===== src/rtl/division_pkg.sv =====
// Shared types and sizing helpers for the sequential restoring divider.
package division_pkg;

    // Controller states: waiting, one restoring step per cycle, result hand-off
    typedef enum logic [1:0] {
        IDLE,
        RUN,
        FIN
    } state_t;

    localparam int WIDTH_DEF = 8;
    localparam int CNT_W     = $clog2(WIDTH_DEF);

    // Step-counter width for a given operand width (at least one bit)
    function automatic int cnt_width(input int w);
        return (w > 1) ? $clog2(w) : 1;
    endfunction

endpackage


===== src/rtl/division_paso.sv =====
// One combinational restoring-division step: shift {rem, quo} left, try to
// subtract the divisor, keep the difference when it does not go negative.
module division_paso #(
    parameter int WIDTH = 8
) (
    input  logic [WIDTH-1:0] rem,
    input  logic [WIDTH-1:0] quo,
    input  logic [WIDTH-1:0] divisor,
    output logic [WIDTH-1:0] rem_next,
    output logic [WIDTH-1:0] quo_next
);

    logic [WIDTH:0] rem_sh;
    logic [WIDTH:0] trial;

    // The partial remainder stays below the divisor, so the shifted value fits
    // WIDTH+1 bits and the top bit of the difference acts as the borrow flag.
    always_comb begin
        rem_sh = {rem, quo[WIDTH-1]};
        trial  = rem_sh - {1'b0, divisor};
        if (!trial[WIDTH]) begin
            rem_next = trial[WIDTH-1:0];
            quo_next = {quo[WIDTH-2:0], 1'b1};
        end else begin
            rem_next = rem_sh[WIDTH-1:0];
            quo_next = {quo[WIDTH-2:0], 1'b0};
        end
    end

endmodule


===== src/rtl/division_secuencial.sv =====
// Sequential unsigned restoring divider, one quotient bit per clock.
// Optional build macro DIVISION_ZERO_DETECT_EN: a zero divisor skips the
// iteration and reports div_zero; without it the iteration runs normally and
// div_zero stays low. Both builds give q = all ones, r = a for b = 0.
module division_secuencial
    import division_pkg::*;
#(
    parameter int WIDTH = WIDTH_DEF
) (
    input  logic             clk,
    input  logic             rst,
    input  logic             start,
    input  logic [WIDTH-1:0] a,
    input  logic [WIDTH-1:0] b,
    output logic [WIDTH-1:0] q,
    output logic [WIDTH-1:0] r,
    output logic             busy,
    output logic             done,
    output logic             div_zero
);

    localparam int CNT_BITS = cnt_width(WIDTH);

    state_t                state;
    logic [WIDTH-1:0]      rem_p0;
    logic [WIDTH-1:0]      quo_p0;
    logic [WIDTH-1:0]      div_p0;
    logic [CNT_BITS-1:0]   cnt;
    logic [WIDTH-1:0]      rem_nx;
    logic [WIDTH-1:0]      quo_nx;
    logic                  accept;

    division_paso #(.WIDTH(WIDTH)) u_paso (
        .rem      (rem_p0),
        .quo      (quo_p0),
        .divisor  (div_p0),
        .rem_next (rem_nx),
        .quo_next (quo_nx)
    );

    // A new request is taken whenever no division is iterating
    assign accept = start && (state != RUN);

`ifdef DIVISION_ZERO_DETECT_EN
    logic zero_p0;

    // Controller, working registers and registered outputs (zero-detect build)
    always_ff @(posedge clk) begin
        if (rst) begin
            state    <= IDLE;
            rem_p0   <= '0;
            quo_p0   <= '0;
            div_p0   <= '0;
            cnt      <= '0;
            zero_p0  <= 1'b0;
            q        <= '0;
            r        <= '0;
            busy     <= 1'b0;
            done     <= 1'b0;
            div_zero <= 1'b0;
        end else begin
            done <= 1'b0;
            if (state == FIN) begin
                q        <= quo_p0;
                r        <= rem_p0;
                div_zero <= zero_p0;
                done     <= 1'b1;
            end
            if (accept) begin
                div_p0 <= b;
                cnt    <= CNT_BITS'(WIDTH - 1);
                if (b == '0) begin
                    // Result is known immediately: all-ones quotient, remainder a
                    state   <= FIN;
                    quo_p0  <= '1;
                    rem_p0  <= a;
                    zero_p0 <= 1'b1;
                    busy    <= 1'b0;
                end else begin
                    state   <= RUN;
                    quo_p0  <= a;
                    rem_p0  <= '0;
                    zero_p0 <= 1'b0;
                    busy    <= 1'b1;
                end
            end else begin
                case (state)
                    RUN: begin
                        rem_p0 <= rem_nx;
                        quo_p0 <= quo_nx;
                        if (cnt == '0) begin
                            state <= FIN;
                            busy  <= 1'b0;
                        end else begin
                            cnt <= cnt - 1'b1;
                        end
                    end
                    FIN:     state <= IDLE;
                    default: state <= IDLE;
                endcase
            end
        end
    end
`else
    assign div_zero = 1'b0;

    // Controller, working registers and registered outputs
    always_ff @(posedge clk) begin
        if (rst) begin
            state  <= IDLE;
            rem_p0 <= '0;
            quo_p0 <= '0;
            div_p0 <= '0;
            cnt    <= '0;
            q      <= '0;
            r      <= '0;
            busy   <= 1'b0;
            done   <= 1'b0;
        end else begin
            done <= 1'b0;
            if (state == FIN) begin
                q    <= quo_p0;
                r    <= rem_p0;
                done <= 1'b1;
            end
            if (accept) begin
                state  <= RUN;
                quo_p0 <= a;
                rem_p0 <= '0;
                div_p0 <= b;
                cnt    <= CNT_BITS'(WIDTH - 1);
                busy   <= 1'b1;
            end else begin
                case (state)
                    RUN: begin
                        rem_p0 <= rem_nx;
                        quo_p0 <= quo_nx;
                        if (cnt == '0) begin
                            state <= FIN;
                            busy  <= 1'b0;
                        end else begin
                            cnt <= cnt - 1'b1;
                        end
                    end
                    FIN:     state <= IDLE;
                    default: state <= IDLE;
                endcase
            end
        end
    end
`endif

endmodule


===== config.mk =====
export PLATFORM = sky130hd
export DESIGN_NAME = division_secuencial
export DESIGN_NICKNAME = d
export VERILOG_FILES = /design/src/rtl/division_pkg.sv /design/src/rtl/division_paso.sv /design/src/rtl/division_secuencial.sv
export SDC_FILE = /design/constraint.sdc
export NUM_CORES = 1
export LEC_CHECK = 0
export ABC_AREA = 1
export CELL_PAD_IN_SITES_DETAIL_PLACEMENT = 0
export CELL_PAD_IN_SITES_GLOBAL_PLACEMENT = 1
export CORE_ASPECT_RATIO = 0.9
export CORE_MARGIN = 2
export CORE_UTILIZATION = 34
export DETAILED_ROUTE_END_ITERATION = 10
export GPL_ROUTABILITY_DRIVEN = 0
export PLACE_DENSITY = 0.87
export SETUP_SLACK_MARGIN = 0.15
export SLEW_MARGIN = 0
export SYNTH_ARGS = -nofsm -noshare
export SYNTH_HDL_FRONTEND = slang
export SYNTH_SLANG_ARGS = --single-unit

===== constraint.sdc =====
create_clock -name clk -period 1.7 [get_ports clk]
set_input_delay 0.255 -clock clk [delete_from_list [all_inputs] [get_ports clk]]
set_output_delay 0.255 -clock clk [all_outputs]
set_load 0.02 [all_outputs]

==> metrics.md <==
| Metric | Value |
|---|---|
| CP max-delay cell | dfxtp_2 |
| Post-route design area | 0.003078 mm^2 |
| Die X | 90.29 um |
| Startpoint types | register |
| Hold Path End | cnt[0] |
| Nets | 396 |
| Rows | 28 |
| Final ANT Viol Nets | 0 |
| Internal power | 1.875 mW |
| Final setup margin | -0.02879 ns |
| Die area | 0.007373 mm^2 |
| Cells along the critical path | ha_4 > inv_2 > fa_2 > nand2_2 > nand2_4 > nand3_4 > nand2_4 > nand2_4 > nand2_8 > nor2_2 > nor2_1 > nor2_1 > nor2_1 |
| Comb power frac | 33.3% |
| Arrival time at the worst endpoint | 1.92 ns |
| Leading area contributor after synthesis | dfxtp_1 |
| Max-slew violation count | 0 |
| Vias | 2107 |
| Drt via density | 4.611 |
| Post-Syn Instances | 320 |
| Netlist cell types | 29 |
| Number of synthesized flops with an enable pin | 0 |
| Ys flop type | dfxtp_1 |
| R2R cell count | 13 |
| CTS Sinks | 47 |
| Antenna violations before repair | 0 |
| Register area share after synthesis | 41.30% |
| Minimum clock period | 1.729 ns |
| Largest net degree at the start of global routing | 31 |
| Fin Hold WS | 0.4737 ns |
| Max cap viols | 0 |
| Gr ovfl total | 0 |
| Sequential cell area | 944.7 um^2 |
| Most numerous cell in the Yosys netlist | nand2_1 |
| Dpl ws | -0.03652 ns |
| Ports | 38 |
| Core Util, Final | 47.24% |
| Power density cells | 936.0 mW/mm^2 |
| Clock Power Share | 24.1% |
| R2R Setup Slk | -0.03 ns |
| H-tree levels | 2 |
| VDD IR max | 430.8 uV |
| Synth Cell Area | 0.002278 mm^2 |
| Worst reg2reg startpoint | div_p0[0] |
| # diodes | 0 |
| Initial Util | 34.97% |
| Crit path capture type | register |
| Mapped Avg Cell Area | 7.120 um^2 |
| Fmax | 0.5784 GHz |
| Number of CTS-inserted buffers | 5 |
| Synth top area share | 41.30% |
| Clk buf depth | 2 |
| WHS Path Cells | 1 |
| Final worst path period share | 101.7% |
| Delay-heaviest family, CP | simple AND/OR/NAND/NOR gates |
| Worst path bufs/invs | 1 |
| Worst endpoint required time | 1.89 ns |
| Crit Path Max Fanout | 8 |
| Area of the multi-input gates | 0.001224 mm^2 |
| Area delta synth->final | 35.09% |
| DRT Pass-1 Iters | 4 |
| Non-filler cells, final | 457 |
| Synthesized Nets | 350 |
| Post-Route WL | 5471 um |
| Clk root buf | clkbuf_8 |
| Clock Latency Late Sink | 0.31 ns |
| Crit path largest cell delay | 0.37 ns |
| Synth async-reset ratio | 0% |
| Global Route Usage Sum | 15.48% |
| Yosys warnings | 0 |
| Sequential share of power | 42.5% |
| Sw power | 1.006 mW |
| Crit Reg-Reg Endpoint | rem_p0[7] |
| Status | complete, but fails checks |
| CTS tree | built |
| CORE AREA | 0.006516 mm^2 |
| DRC violation total after the first TritonRoute iteration | 90 |
| Remaining routing DRC violations | 0 |
| Synth top area cells | dfxtp_1 (41%), nand2_1 (12%), inv_1 (9.4%) |
| Net Sw Frac | 34.92% |
| Endpoints failing hold | 0 |
| Post-CTS Hold Fix Bufs | 0 |
| Hold WC Path Type | register to register |
| Setup TNS | -0.09784 ns |
| Placed Cells | 444 |
| Dpl cell area | 0.002794 mm^2 |
| Setup violators final | 5 |
| Max Clock Skew | 0.01144 ns |
| Drt wl/cell | 11.97 um |
| Reg clk slew, reported paths | 0.09 ns |
| Dpl hpwl | 3823 um |
| Floorplan die height | 81.66 um |
| WS Path Type | register to register |
| Post-synthesis register bit count | 47 |
| First-pass GRT wire length | 8976 um |
| Design Power | 2.881 mW |
| IO buf count | 36 |
| Layout cells sized above 1 | 14.71% |
| Failing checks | negative setup slack |
| Fillers | 670 |
| RSZ-0062 raised after global routing | true |
| Hold path start | cnt[0] |
| P_leak | 1.533 nW |
| Via count of the first global-routing pass | 2025 |
| Commonest cells post-synth | nand2_1 (73), inv_1 (57), dfxtp_1 (47), a21oi_1 (34), o21ai_0 (29) |
## power by group through the flow
stage	combinational [mW]	sequential (mW)	clock (mW)
after global placement	0.816	1.24	0
after detailed placement	0.823	1.24	0
final	0.960	1.23	0.695
after CTS	0.883	1.22	0.727
after floorplan	0.579	1.26	0
after global routing	1.08	1.23	0.769
## logic make-up after synthesis
group	share of synthesized area (%)
and+or+nand+nor	21.86
AOI/OAI and AO/OA	17.08
buffers and inverters	12.08
DFF	41.30
adders and majority gates	6.370
xor gates and xnor gates	1.153
other	0.1646
## state kept, by name, summed over array words and instances (netlist names)
| register | flops |
|---|---|
| div_p0 | 8 |
| rem_p0 | 8 |
| done | 1 |
| state | 2 |
| r | 8 |
| cnt | 3 |
| quo_p0 | 8 |
| busy | 1 |
| q | 8 |
## worst reg2reg max path, delay by kind of cell (launching register included)
| kind | cells | cell delay (ns) |
|---|---|---|
| and+or+nand+nor | 10 | 0.75 |
| adders and majority gates | 2 | 0.48 |
| DFF | 1 | 0.37 |
| buffers and inverters | 1 | 0.04 |
## cells in the final DEF, fill, tap and decap left out, types with 2 or more instances in the layout
cell             instances
nand2_1                 67
inv_1                   55
dfxtp_1                 44
a21oi_1                 32
o21ai_0                 29
clkdlybuf4s50_1         26
nor2_1                  20
buf_4                   15
nand3_1                 12
dlymetal6s2s_1           9
ha_4                     6
nand2_4                  5
clkbuf_8                 5
o221ai_1                 4
ha_1                     4
nand2_2                  3
nand3_2                  3
dfxtp_2                  3
inv_2                    2
nor2_2                   2
nand4_1                  2
xnor2_1                  2
a21oi_2                  2
## worst max-delay path by stage
stage	from	endpoint	slack, ns	cells after the start
final	div_p0[0]	rem_p0[7]	-0.03	13
after global routing	quo_p0[7]	rem_p0[6]	-0.14	14
after CTS	div_p0[0]	rem_p0[7]	0.01	13
after detailed placement	quo_p0[7]	rem_p0[7]	-0.04	14
after global placement	quo_p0[7]	rem_p0[7]	0.02	14
after floorplan	quo_p0[7]	rem_p0[7]	0.07	14
## metal layers
layer / wire (um) / share of wire (%) / global-route usage [%]
met4: 148 / 2.7 / 8.462
met2: 2618 / 48 / 27.44
met5: 0 / 0 / 0
met3: 205 / 3.7 / 2.936
met1: 2499 / 46 / 18.06
## area by class of cell
cell class,count,area share (%)
flip-flops and latches,47,30.69
well taps,90,3.659
clock buffers,6,2.358
clock inverters,2,0.5285
multi-input cells,204,39.76
repair buffers,51,16.06
inverters,57,6.951
## timing repair
action                                  in CTS  in global routing
pin swaps                                    9                  2
resized for setup                           10                 23
buffers inserted                             4                  1
endpoints found under the setup margin      10                 19
No activity file was read; power rests on OpenSTA's default activity.
